--- config.mk ---
export PLATFORM = sky130hd
export DESIGN_NAME = hazard_controller
export DESIGN_NICKNAME = d
export VERILOG_FILES = /design/src/rtl/hazard_controller.sv
export SDC_FILE = /design/constraint.sdc
export NUM_CORES = 1
export LEC_CHECK = 0
export BUFFER_PORTS_ARGS = -buffer_cell sky130_fd_sc_hd__buf_2
export CORE_UTILIZATION = 44
export CTS_CLUSTER_SIZE = 25
export DETAILED_ROUTE_END_ITERATION = 16
export HOLD_SLACK_MARGIN = 0.05
export PLACE_DENSITY = 0.7
export REMOVE_ABC_BUFFERS = 1
export SLEW_MARGIN = 10
export SYNTH_ARGS = -nofsm -noshare
export SYNTH_HDL_FRONTEND = slang
export SYNTH_SLANG_ARGS = --single-unit
--- constraint.sdc ---
create_clock -name i_clk -period 2.1 [get_ports i_clk]
set_clock_uncertainty 0.2 [all_clocks]
set_input_delay 0.42 -clock i_clk [delete_from_list [all_inputs] [get_ports i_clk]]
set_output_delay 0.42 -clock i_clk [all_outputs]
set_load 0.01 [all_outputs]
--- src/rtl/hazard_controller.sv ---
// Hazard, freeze and forwarding control for the 5-stage pipeline.
// Also provides the memory-timeout watchdog and saturating perf counters.
module hazard_controller #(
    parameter int REG_AW  = 3,
    parameter int CNT_W   = 16,
    parameter int TIMEOUT = 64
) (
    input  logic              i_clk,
    input  logic              i_rst_n,
    input  logic [REG_AW-1:0] i_id_rs1,
    input  logic [REG_AW-1:0] i_id_rs2,
    input  logic              i_id_use_rs1,
    input  logic              i_id_use_rs2,
    input  logic [REG_AW-1:0] i_ex_rs1,
    input  logic [REG_AW-1:0] i_ex_rs2,
    input  logic [REG_AW-1:0] i_ex_rd,
    input  logic              i_ex_memread,
    input  logic              i_ex_branch,
    input  logic              i_ex_taken,
    input  logic [REG_AW-1:0] i_mem_rd,
    input  logic [REG_AW-1:0] i_wb_rd,
    input  logic              i_mem_regwrite,
    input  logic              i_wb_regwrite,
    input  logic              i_mem_req,
    input  logic              i_mem_ready,
    input  logic              i_cnt_clr,
    output logic              o_pc_stall,
    output logic              o_ifid_stall,
    output logic              o_idex_stall,
    output logic              o_exmem_stall,
    output logic              o_ifid_flush,
    output logic              o_idex_flush,
    output logic              o_memwb_flush,
    output logic [1:0]        o_fwd_a,
    output logic [1:0]        o_fwd_b,
    output logic              o_halt,
    output logic [CNT_W-1:0]  o_stall_cnt,
    output logic [CNT_W-1:0]  o_flush_cnt
);

    localparam int WW = $clog2(TIMEOUT + 1);
    localparam logic [WW-1:0] W_LAST = WW'(TIMEOUT - 1);

    typedef enum logic [1:0] {
        RUN      = 2'd0,
        MEM_WAIT = 2'd1,
        HALT     = 2'd2
    } state_t;

    state_t           r_state;
    logic [WW-1:0]    r_wait;
    logic             r_halt;
    logic [CNT_W-1:0] r_stall_cnt;
    logic [CNT_W-1:0] r_flush_cnt;

    logic w_freeze;
    logic w_branch;
    logic w_lu_match;
    logic w_halted;
    logic w_br_eff;
    logic w_lu_eff;
    logic w_stall_inc;
    logic w_flush_inc;

    function automatic logic [1:0] fwd_sel(input logic [REG_AW-1:0] rs);
        logic [1:0] sel;
        sel = 2'b00;
        if (i_mem_regwrite && i_mem_rd != '0 && i_mem_rd == rs)
            sel = 2'b10;
        else if (i_wb_regwrite && i_wb_rd != '0 && i_wb_rd == rs)
            sel = 2'b01;
        return sel;
    endfunction

    assign w_freeze   = i_mem_req & ~i_mem_ready;
    assign w_branch   = i_ex_branch & i_ex_taken;
    assign w_lu_match = i_ex_memread & (i_ex_rd != '0) &
                        ((i_id_use_rs1 & (i_id_rs1 == i_ex_rd)) |
                         (i_id_use_rs2 & (i_id_rs2 == i_ex_rd)));
    assign w_halted   = (r_state == HALT);
    assign w_br_eff   = ~w_halted & ~w_freeze & w_branch;
    assign w_lu_eff   = ~w_halted & ~w_freeze & ~w_branch & w_lu_match;

    // Every HALT cycle counts as a stall cycle.
    assign w_stall_inc = w_halted | (~w_halted & w_freeze) | w_lu_eff;
    assign w_flush_inc = w_br_eff;

    always_comb begin
        o_pc_stall    = 1'b0;
        o_ifid_stall  = 1'b0;
        o_idex_stall  = 1'b0;
        o_exmem_stall = 1'b0;
        o_ifid_flush  = 1'b0;
        o_idex_flush  = 1'b0;
        o_memwb_flush = 1'b0;
        o_fwd_a       = 2'b00;
        o_fwd_b       = 2'b00;
        if (i_rst_n) begin
            if (w_halted) begin
                o_pc_stall    = 1'b1;
                o_ifid_stall  = 1'b1;
                o_idex_stall  = 1'b1;
                o_exmem_stall = 1'b1;
            end else begin
                o_fwd_a = fwd_sel(i_ex_rs1);
                o_fwd_b = fwd_sel(i_ex_rs2);
                if (w_freeze) begin
                    o_pc_stall    = 1'b1;
                    o_ifid_stall  = 1'b1;
                    o_idex_stall  = 1'b1;
                    o_exmem_stall = 1'b1;
                    o_memwb_flush = 1'b1;
                end else if (w_branch) begin
                    o_ifid_flush = 1'b1;
                    o_idex_flush = 1'b1;
                end else if (w_lu_match) begin
                    o_pc_stall   = 1'b1;
                    o_ifid_stall = 1'b1;
                    o_idex_flush = 1'b1;
                end
            end
        end
    end

    always_ff @(posedge i_clk or negedge i_rst_n) begin
        if (!i_rst_n) begin
            r_state <= RUN;
            r_wait  <= '0;
            r_halt  <= 1'b0;
        end else begin
            case (r_state)
                RUN: begin
                    if (w_freeze) begin
                        r_state <= MEM_WAIT;
                        r_wait  <= WW'(1);
                    end
                end
                MEM_WAIT: begin
                    if (!w_freeze) begin
                        r_state <= RUN;
                        r_wait  <= '0;
                    end else if (r_wait == W_LAST) begin
                        r_state <= HALT;
                        r_halt  <= 1'b1;
                    end else begin
                        r_wait <= r_wait + WW'(1);
                    end
                end
                HALT: begin
                    r_state <= HALT;
                    r_halt  <= 1'b1;
                end
                default: begin
                    r_state <= RUN;
                    r_wait  <= '0;
                end
            endcase
        end
    end

    always_ff @(posedge i_clk or negedge i_rst_n) begin
        if (!i_rst_n) begin
            r_stall_cnt <= '0;
            r_flush_cnt <= '0;
        end else if (i_cnt_clr) begin
            r_stall_cnt <= '0;
            r_flush_cnt <= '0;
        end else begin
            if (w_stall_inc && r_stall_cnt != '1)
                r_stall_cnt <= r_stall_cnt + CNT_W'(1);
            if (w_flush_inc && r_flush_cnt != '1)
                r_flush_cnt <= r_flush_cnt + CNT_W'(1);
        end
    end

    assign o_halt      = r_halt;
    assign o_stall_cnt = r_stall_cnt;
    assign o_flush_cnt = r_flush_cnt;

endmodule

After elaboration in Yosys (flattened, before gate mapping)
Cells that the tools add are included.

cells by class
  add/sub/neg operators = 3
  equality and inequality tests = 16
  mux-type cells = 41
  bitwise logic cells = 18
  reductions and logical operators = 18

operator list
  operator                                              number
  two-way mux 16 bit                                    4
  adder 16 x 1 -> 16 bit (second input constant)        2
  inequality test 16 bit (second input constant)        2
  two-way mux 1 bit                                     22
  two-way mux 7 bit                                     3
  case mux 7 bit (3 select lines)                       1
  equality test 3 bit                                   6
  two-way mux 2 bit                                     9
  bitwise AND 1 bit                                     11
  nonzero test 3 bit                                    3
  logical AND 1 bit                                     8
  adder 7 x 1 -> 7 bit (second input constant)          1
  equality test 7 x 6 -> 1 bit (second input constant)  1
  inequality test 2 bit (second input constant)         3
  inequality test 3 bit (second input constant)         2
  case mux 2 bit (3 select lines)                       1
  AND reduction 3 bit                                   2
  nonzero test 2 bit                                    3
  NOT 1 bit                                             4
  bitwise OR 1 bit                                      3
  equality test 2 x 1 -> 1 bit (second input constant)  1
  equality test 2 bit (second input constant)           1
  logical NOT 2 bit                                     1
  case mux 1 bit (2 select lines)                       1
  AND reduction 2 bit                                   1

word-level totals
  bits in registers = 42
  bits of input ports = 33
  output and inout port bits = 44
  logic and storage cells = 101

Depth between registers and ports, before layout
Gate-level depths: netlist of the first run.

  depth in word-level cells = 10
  mapped depth = 8
  mapped depth without buffers = 6

Least setup slack after synthesis of the first run
Ideal clock, no wire load.

  path type = register to register
  from = register r_flush_cnt[0] (netlist: o_flush_cnt[0])
  to = register r_flush_cnt[13] (netlist: o_flush_cnt[13])
  setup time = 0.127 ns
  arrival time = 1.989 ns
  required time = 1.773 ns
  slack = -0.216 ns
  cell stages (with the launch flop) = 8
  buffers on the path = 1
  period minus slack after synthesis = 2.316 ns
  cells stage by stage = dfrtp_1 -> ha_1 -> and2_1 -> and4_1 -> clkbuf_1 -> nor4_4 -> nand4_1 -> mux2_1

on the way
  longest elaborated chain between the ends = 3
  elaborated cells on any way between the ends = 6
  those cells by class = add/sub (1); eq/ne (1); mux (2); reduce/logical (2)

RTL lines
  what                                                                     line      text
  start: declaration                                                       54        logic [CNT_W-1:0] r_flush_cnt;
  start signal: assignment                                                 172       r_flush_cnt <= r_flush_cnt + CNT_W'(1);
  adder 16 x 1 -> 16 bit / inequality test 16 bit (equally long branches)  172, 171
  two-way mux 16 bit / logical AND 1 bit (equally long branches)           171       if (w_flush_inc && r_flush_cnt != '1)
  two-way mux 16 bit / nonzero test 2 bit (equally long branches)          n/a

Parallel ways exist; a longest one is shown, timed or not. The select of a mux whose other input is x is not followed.
A chain may end at the register's enable or synchronous reset.

Worst setup path after layout of the first run
  from = register r_flush_cnt[1] (netlist: o_flush_cnt[1])
  to = register r_flush_cnt[14] (netlist: o_flush_cnt[14])

The elaborated chain is that of the path after synthesis.

==> summary.md, run 1 <==
| Metric | Value |
|---|---|
| Lkg Pwr | `~1.9 nW` |
| Antenna-violating nets left | `0` |
| Register area share after synthesis | `0.395` |
| TritonRoute pass-1 iters | `4` |
| Critical path buffer and inverter count | `1` |
| Initial Utilization | `0.468` |
| Placed cell areas | `approximately 3600 sq um` |
| First-pass GRT wire length | `around 12,000 um` |
| Period minus WS final | `between 2 and 2.5 ns` |
| Std cell rows | `27` |
| Core Area | `5680 sq um` |
| Placer congestion estimate | `a little under 0.9` |
| Setup Viol. Count Final | `1` |
| CTS sink count | `42` |
| CP endpoint kind | `flop` |
| Area Overhead vs Synth | `51.2%` |
| Unrepaired setup endpoints after global routing | `yes` |
| Ys flop type | `dfrtp_1` |
| Mean number of vias per cell | `5.54` |
| Io pins | `77` |
| WL/cell | `about 15 um` |
| Final Hold Viols | `0` |
| CP peak stage delay | `~0.58 ns` |
| Die X | `79.7 um` |
| P per Cell Area | `approximately 430 nW/um^2` |
| EDFF count, synth | `0` |
| Crit path launch type | `flop` |
| Clk Tree Root Cell | `clkbuf_8` |
| Total die area | `between 6000 and 7000 sq um` |
| Clock slew at reported path FFs | `~0.090 ns` |
| Via count | `between 2,000 and 3,000` |
| Global Route Usage Sum | `0.249` |
| Final Worst Setup Slack | `-0.00436 ns` |
| CP Class | `flop to flop` |
| Worst Path Arrival | `approximately 2.2 ns` |
| H-tree levels | `2` |
| CP most frequent cell | `nand4_1` |
| Commonest cells after routing, fill and taps aside | `buf_4 (81), buf_2 (71), dfrtp_1 (42)` |
| Slew HR | `0.607` |
| Post-route cell area | `4020 sq um` |
| Syn avg cell area | `roughly 9.0 sq um` |
| Initial antenna violation count | `0` |
| CTS tree | `yes` |
| Yosys cell types | `between 40 and 50` |
| Leading cell type in the layout, fill and taps excluded | `buf_4` |
| Die Ht | `between 70 and 80 um` |
| Dpl hpwl | `5610 um` |
| Share of layout cells above drive strength 1 | `0.460` |
| Gr ovfl total | `0` |
| Asr flop ratio synth | `1.00` |
| Maxcap violations | `0` |
| Post-layout net count | `about 500` |
| Remaining design rule violation count | `0` |
| Final Max Slew Viols | `0` |
| CP max stage cell | `or4_4` |
| Initial DRC count | `approximately 250` |
| Vias in the first global route | `around 2,700` |
| Cells after Synth | `296` |
| Critical path cell sequence | `ha_2 -> and2_4 -> buf_6 -> nand4_1 -> nand4_1 -> or4_4 -> a21oi_2` |
| Total Power | `approximately 1.7 mW` |
| Peak supply drop | `260 uV` |
| Worst-margin pin slew | `0.589 ns` |
| Tcrit/Tclk final | `1.00` |
| F_max | `around 0.48 GHz` |
| Outcome | `finished, violations left` |
| Post-place setup slack | `-0.331 ns` |
| Bufs on Longest Clock Path | `2` |
| Warnings, synthesis | `0` |
| Worst min path class | `flop to flop` |
| Buffers added on ports | `76` |
| Num CTS Buffers | `5` |
| Post-Route Setup TNS | `-0.00436 ns` |
| Critical-path maximum fanout | `4` |
| Inserted Diodes | `0` |
| Post-layout util | `0.708` |
| Yosys reg bits | `42` |
| Crit-path leading delay family | `simple AND/OR/NAND/NOR gates` |
| Cell Area, Synth | `between 2000 and 3000 sq um` |
| WL final | `roughly 8000 um` |
| Largest net degree at the start of global routing | `32` |
| Clock latency on the worst-skew pair | `0.31 ns` |
| Worst path required time | `2.14 ns` |
| Failing checks | `setup timing` |
metrics by stage:
stage | hold WS [ns] | std cells
4_1_cts | 0.282 | 511
2_1_floorplan | -0.0756 | 281
3_5_place_dp | 0.253 | 499
5_1_grt | 0.304 | 524
6_report | 0.275 | 524
3_3_place_gp | 0.250 | 499
cell usage after synthesis, drive strengths merged, types with 4 or more instances:
| cell | instances | area [sq um] |
|---|---|---|
| a211oi | 4 | 30.0 |
| a21oi | 19 | 95.1 |
| and3 | 6 | 42.5 |
| and4 | 4 | 35.0 |
| buf | 7 | 53.8 |
| clkbuf | 8 | 30.0 |
| dfrtp | 42 | 1050 |
| mux2 | 8 | 90.1 |
| nand2 | 21 | 78.8 |
| nand3 | 23 | 115 |
| nand4 | 13 | 81.3 |
| nor2 | 29 | 109 |
| nor2b | 11 | 68.8 |
| nor3 | 4 | 20.0 |
| nor3b | 5 | 37.5 |
| o21ai | 8 | 40.0 |
| o31ai | 11 | 82.6 |
| or3 | 4 | 25.0 |
| or4 | 10 | 75.1 |
| xnor2 | 22 | 193 |
| xor2 | 4 | 35.0 |
path summary, 6_finish.rpt:
| check | start | to | slack (ns) | cells after the start |
|---|---|---|---|---|
| max in group asynchronous | i_rst_n | o_stall_cnt[1] | 0.90 | 3 |
| min in group asynchronous | i_rst_n | o_flush_cnt[13] | 0.55 | 3 |
| hold reg to reg | o_halt | o_halt | 0.28 | 1 |
| setup / recovery | o_flush_cnt[1] | o_flush_cnt[14] | -0.004 | 7 |
| setup reg to reg | o_flush_cnt[1] | o_flush_cnt[14] | -0.004 | 7 |
| hold / removal | o_halt | o_halt | 0.28 | 1 |
per-layer routing:
layer	part of all wire	GRT usage	up-vias	wire, um
met5	0	0	-	0
met4	0.017	0.0893	0	136
met3	0.038	0.0411	14	302
met2	0.52	0.440	71	4180
met1	0.42	0.304	1411	3360
li1	-	-	1409	-
power by group:
part	leakage [nW]	switching, mW	internal (mW)	total, mW
Sequential	0.577	0.00881	0.818	0.827
Combinational	1.29	0.171	0.165	0.336
Clock	0.0408	0.314	0.238	0.552
cell type report:
class | instances | area (sq um)
Clock buffer | 5 | 68.8
Clock inverter | 3 | 23.8
Fill cell | 453 | 1660
Inverter | 2 | 10.0
Multi-Input combinational cell | 237 | 1670
Sequential cell | 42 | 1050
Tap cell | 72 | 90.1
Timing Repair Buffer | 163 | 1110
registers in the layout, indices dropped and copies added, names as in the netlist:
| name | flops |
|---|---|
| o_flush_cnt | 16 |
| o_halt | 1 |
| o_stall_cnt | 16 |
| r_state | 2 |
| r_wait | 7 |
worst reg2reg max path, cell delays in order (launching register included):
cell     delay, ns
dfrtp_1       0.39
ha_2          0.20
and2_4        0.17
buf_6         0.11
nand4_1       0.09
nand4_1       0.18
or4_4         0.58
a21oi_2       0.12
repair_timing:
action / in CTS / in global routing
endpoints found under the setup margin: 17 / 30
endpoints found under the hold margin: 19 / 0
pin swaps: 14 / 24
buffers inserted: 3 / 13
hold buffers: 2 / 0
resized for setup: 19 / 34
cells by family after synthesis:
kind of cell,Yosys count,share of synthesized area
buf+inv,17,0.0344
fa+ha+maj,3,0.0141
flops,42,0.395
compound gates,58,0.142
mux,9,0.0376
xor+xnor,26,0.0856
simple gates,141,0.291
No activity file was read; power rests on OpenSTA's default activity.
==> inputs of run 2 (changes only) <==
PLACE_DENSITY = 0.67   (was 0.7)
clock period = 2.6 ns   (was 2.1 ns; I/O delays follow)
==> summary.md, run 2 (synthesis results as in run 1) <==
| Metric | Value |
|---|---|
| Outcome | `completed (was finished, violations left)` |
| WL/cell | `13.6 um (was 15.2 um)` |
| TritonRoute pass-1 iters | `6 (was 4)` |
| Initial Utilization | `0.468 (unchanged)` |
| Remaining design rule violation count | `0 (unchanged)` |
| H-tree levels | `2 (unchanged)` |
| Sequential Power Share | `0.523 (was 0.482)` |
| Die Ht | `79.7 um (unchanged)` |
| Part of the power in the clock network | `0.325 (was 0.322)` |
| Placed cell areas | `3150 sq um (was 3580 sq um)` |
| Initial DRC count | `90 (was 246)` |
| Worst path required time | `2.62 ns (was 2.14 ns)` |
| CTS tree | `yes (unchanged)` |
| Slew HR | `0.596 (was 0.607)` |
| Final Hold Viols | `0 (unchanged)` |
| Die X | `79.7 um (unchanged)` |
| Via count | `2,540 (was 2,905)` |
| Io pins | `77 (unchanged)` |
| Placer congestion estimate | `0.804 (was 0.877)` |
| Final Max Slew Viols | `0 (unchanged)` |
| Largest net degree at the start of global routing | `31 (was 32)` |
| Gr ovfl total | `0 (unchanged)` |
| Unrepaired setup endpoints after global routing | `no (was yes)` |
| Post-layout net count | `415 (was 487)` |
| Area Overhead vs Synth | `22.3% (was 51.2%)` |
| Mean number of vias per cell | `5.62 (was 5.54)` |
| Setup Viol. Count Final | `0 (was 1)` |
| Sw Share | `0.273 (was 0.288)` |
| Tcrit/Tclk final | `0.915 (was 1.00)` |
| Vias in the first global route | `2,390 (was 2,725)` |
| Leading cell type in the layout, fill and taps excluded | `buf_2 (was buf_4)` |
| First-pass GRT wire length | `10,900 um (was 12,300 um)` |
| P per Cell Area | `394 nW/um^2 (was 427 nW/um^2)` |
| F_max | `0.420 GHz (was 0.475 GHz)` |
| Critical-path maximum fanout | `12 (was 4)` |
| Clock slew at reported path FFs | `0.08 ns (was 0.09 ns)` |
| Total net switching power | `349 uW (was 494 uW)` |
| Commonest cells after routing, fill and taps aside | `buf_2 (76), dfrtp_1 (42), nor2_1 (29) (was buf_4 (81), buf_2 (71), dfrtp_1 (42))` |
| Post-layout util | `0.573 (was 0.708)` |
| Dpl hpwl | `4740 um (was 5610 um)` |
| CTS sink count | `42 (unchanged)` |
| WL final | `6140 um (was 7980 um)` |
| Period minus WS final | `2.38 ns (was 2.10 ns)` |
| Worst min path class | `input port to asynchronous set/reset pin (was flop to flop)` |
| Crit path launch type | `flop (unchanged)` |
| Share of layout cells above drive strength 1 | `0.276 (was 0.460)` |
| Combinational group share of total power | `0.152 (was 0.196)` |
| Std cell rows | `27 (unchanged)` |
| Inserted Diodes | `0 (unchanged)` |
| Total die area | `6360 sq um (unchanged)` |
| Hold WS | `0.0907 ns (was 0.275 ns)` |
| CP endpoint kind | `flop (unchanged)` |
| P_int | `931 uW (was 1.22 mW)` |
| Initial antenna violation count | `0 (unchanged)` |
| CP Class | `flop to flop (unchanged)` |
| Num CTS Buffers | `5 (unchanged)` |
| Worst Path Arrival | `2.40 ns (was 2.15 ns)` |
| Clk Tree Root Cell | `clkbuf_8 (unchanged)` |
| Global Route Usage Sum | `0.216 (was 0.249)` |
| Antenna-violating nets left | `0 (unchanged)` |
| Lkg Pwr | `1.48 nW (was 1.90 nW)` |
| Maxcap violations | `0 (unchanged)` |
| Core Area | `5680 sq um (unchanged)` |
| Bufs on Longest Clock Path | `2 (unchanged)` |
| Worst-margin pin slew | `0.606 ns (was 0.589 ns)` |
| CTS resizes | `0 (was 19)` |
| Post-Route Setup TNS | `0 ns (was -0.00436 ns)` |
| Post-route cell area | `3250 sq um (was 4020 sq um)` |
| Peak supply drop | `260 uV (about the same)` |
| Clock latency on the worst-skew pair | `0.29 ns (was 0.31 ns)` |
| Buffers added on ports | `76 (unchanged)` |
==> run 2: worst max-delay path, stage by stage (launching register included) <==
cell     delay [ns]
dfrtp_1        0.44
ha_1           0.26
and3_4         0.19
a41o_1         0.36
buf_4          0.22
or4_1          0.49
a21oi_1        0.15
==> run 2: area by class of cell <==
cell class | instances | area [sq um]
Clock inverter | 3 | 21.3
Multi-Input combinational cell | 237 | 1520
Timing Repair Buffer | 91 | 495
Sequential cell | 42 | 1050
Fill cell | 530 | 2420
Clock buffer | 5 | 68.8
Inverter | 2 | 7.51
Tap cell | 72 | 90.1
==> run 2: worst paths after layout <==
| path | from | endpoint | slack, ns | depth (start not counted) |
|---|---|---|---|---|
| max in group asynchronous | i_rst_n | r_wait[1] | 1.41 | 2 |
| worst min register to register | o_halt | o_halt | 0.27 | 1 |
| worst max register to register | o_stall_cnt[0] | o_stall_cnt[4] | 0.22 | 6 |
| worst max-delay path | o_stall_cnt[0] | o_stall_cnt[4] | 0.22 | 6 |
| min in group i_clk | o_halt | o_halt | 0.27 | 1 |
| worst min-delay path | i_rst_n | o_stall_cnt[6] | 0.09 | 2 |
==> run 2: per-layer routing <==
| layer | up-vias | global-route usage | wire length [um] |
|---|---|---|---|
| met1 | 1210 | 0.300 | 2840 |
| li1 | 1264 | - | - |
| met4 | 0 | 0.0554 | 37 |
| met3 | 5 | 0.0377 | 301 |
| met2 | 61 | 0.349 | 2960 |
| met5 | - | 0 | 0 |
==> run 2: timing repair <==
action	CTS	global route
hold buffers	1	0
hold endpoints to repair	5	0
buffers inserted	0	0
==> run 2: power by group through the flow <==
stage / combinational (mW) / clock, mW / sequential (mW)
CTS: 0.196 / 0.432 / 0.669
global placement: 0.191 / 0 / 0.682
detailed placement: 0.194 / 0 / 0.682
floorplan: 0.0894 / 0 / 0.684
global route: 0.218 / 0.469 / 0.671
finish: 0.194 / 0.416 / 0.669
==> run 2: through the flow <==
| stage | instances | setup slack, ns | total power, mW |
|---|---|---|---|
| 2_1_floorplan | 281 | 0.340 | 0.773 |
| 3_3_place_gp | 443 | 0.165 | 0.873 |
| 3_5_place_dp | 443 | 0.115 | 0.876 |
| 4_1_cts | 452 | 0.220 | 1.30 |
| 5_1_grt | 452 | 0.0537 | 1.36 |
| 6_report | 452 | 0.221 | 1.28 |
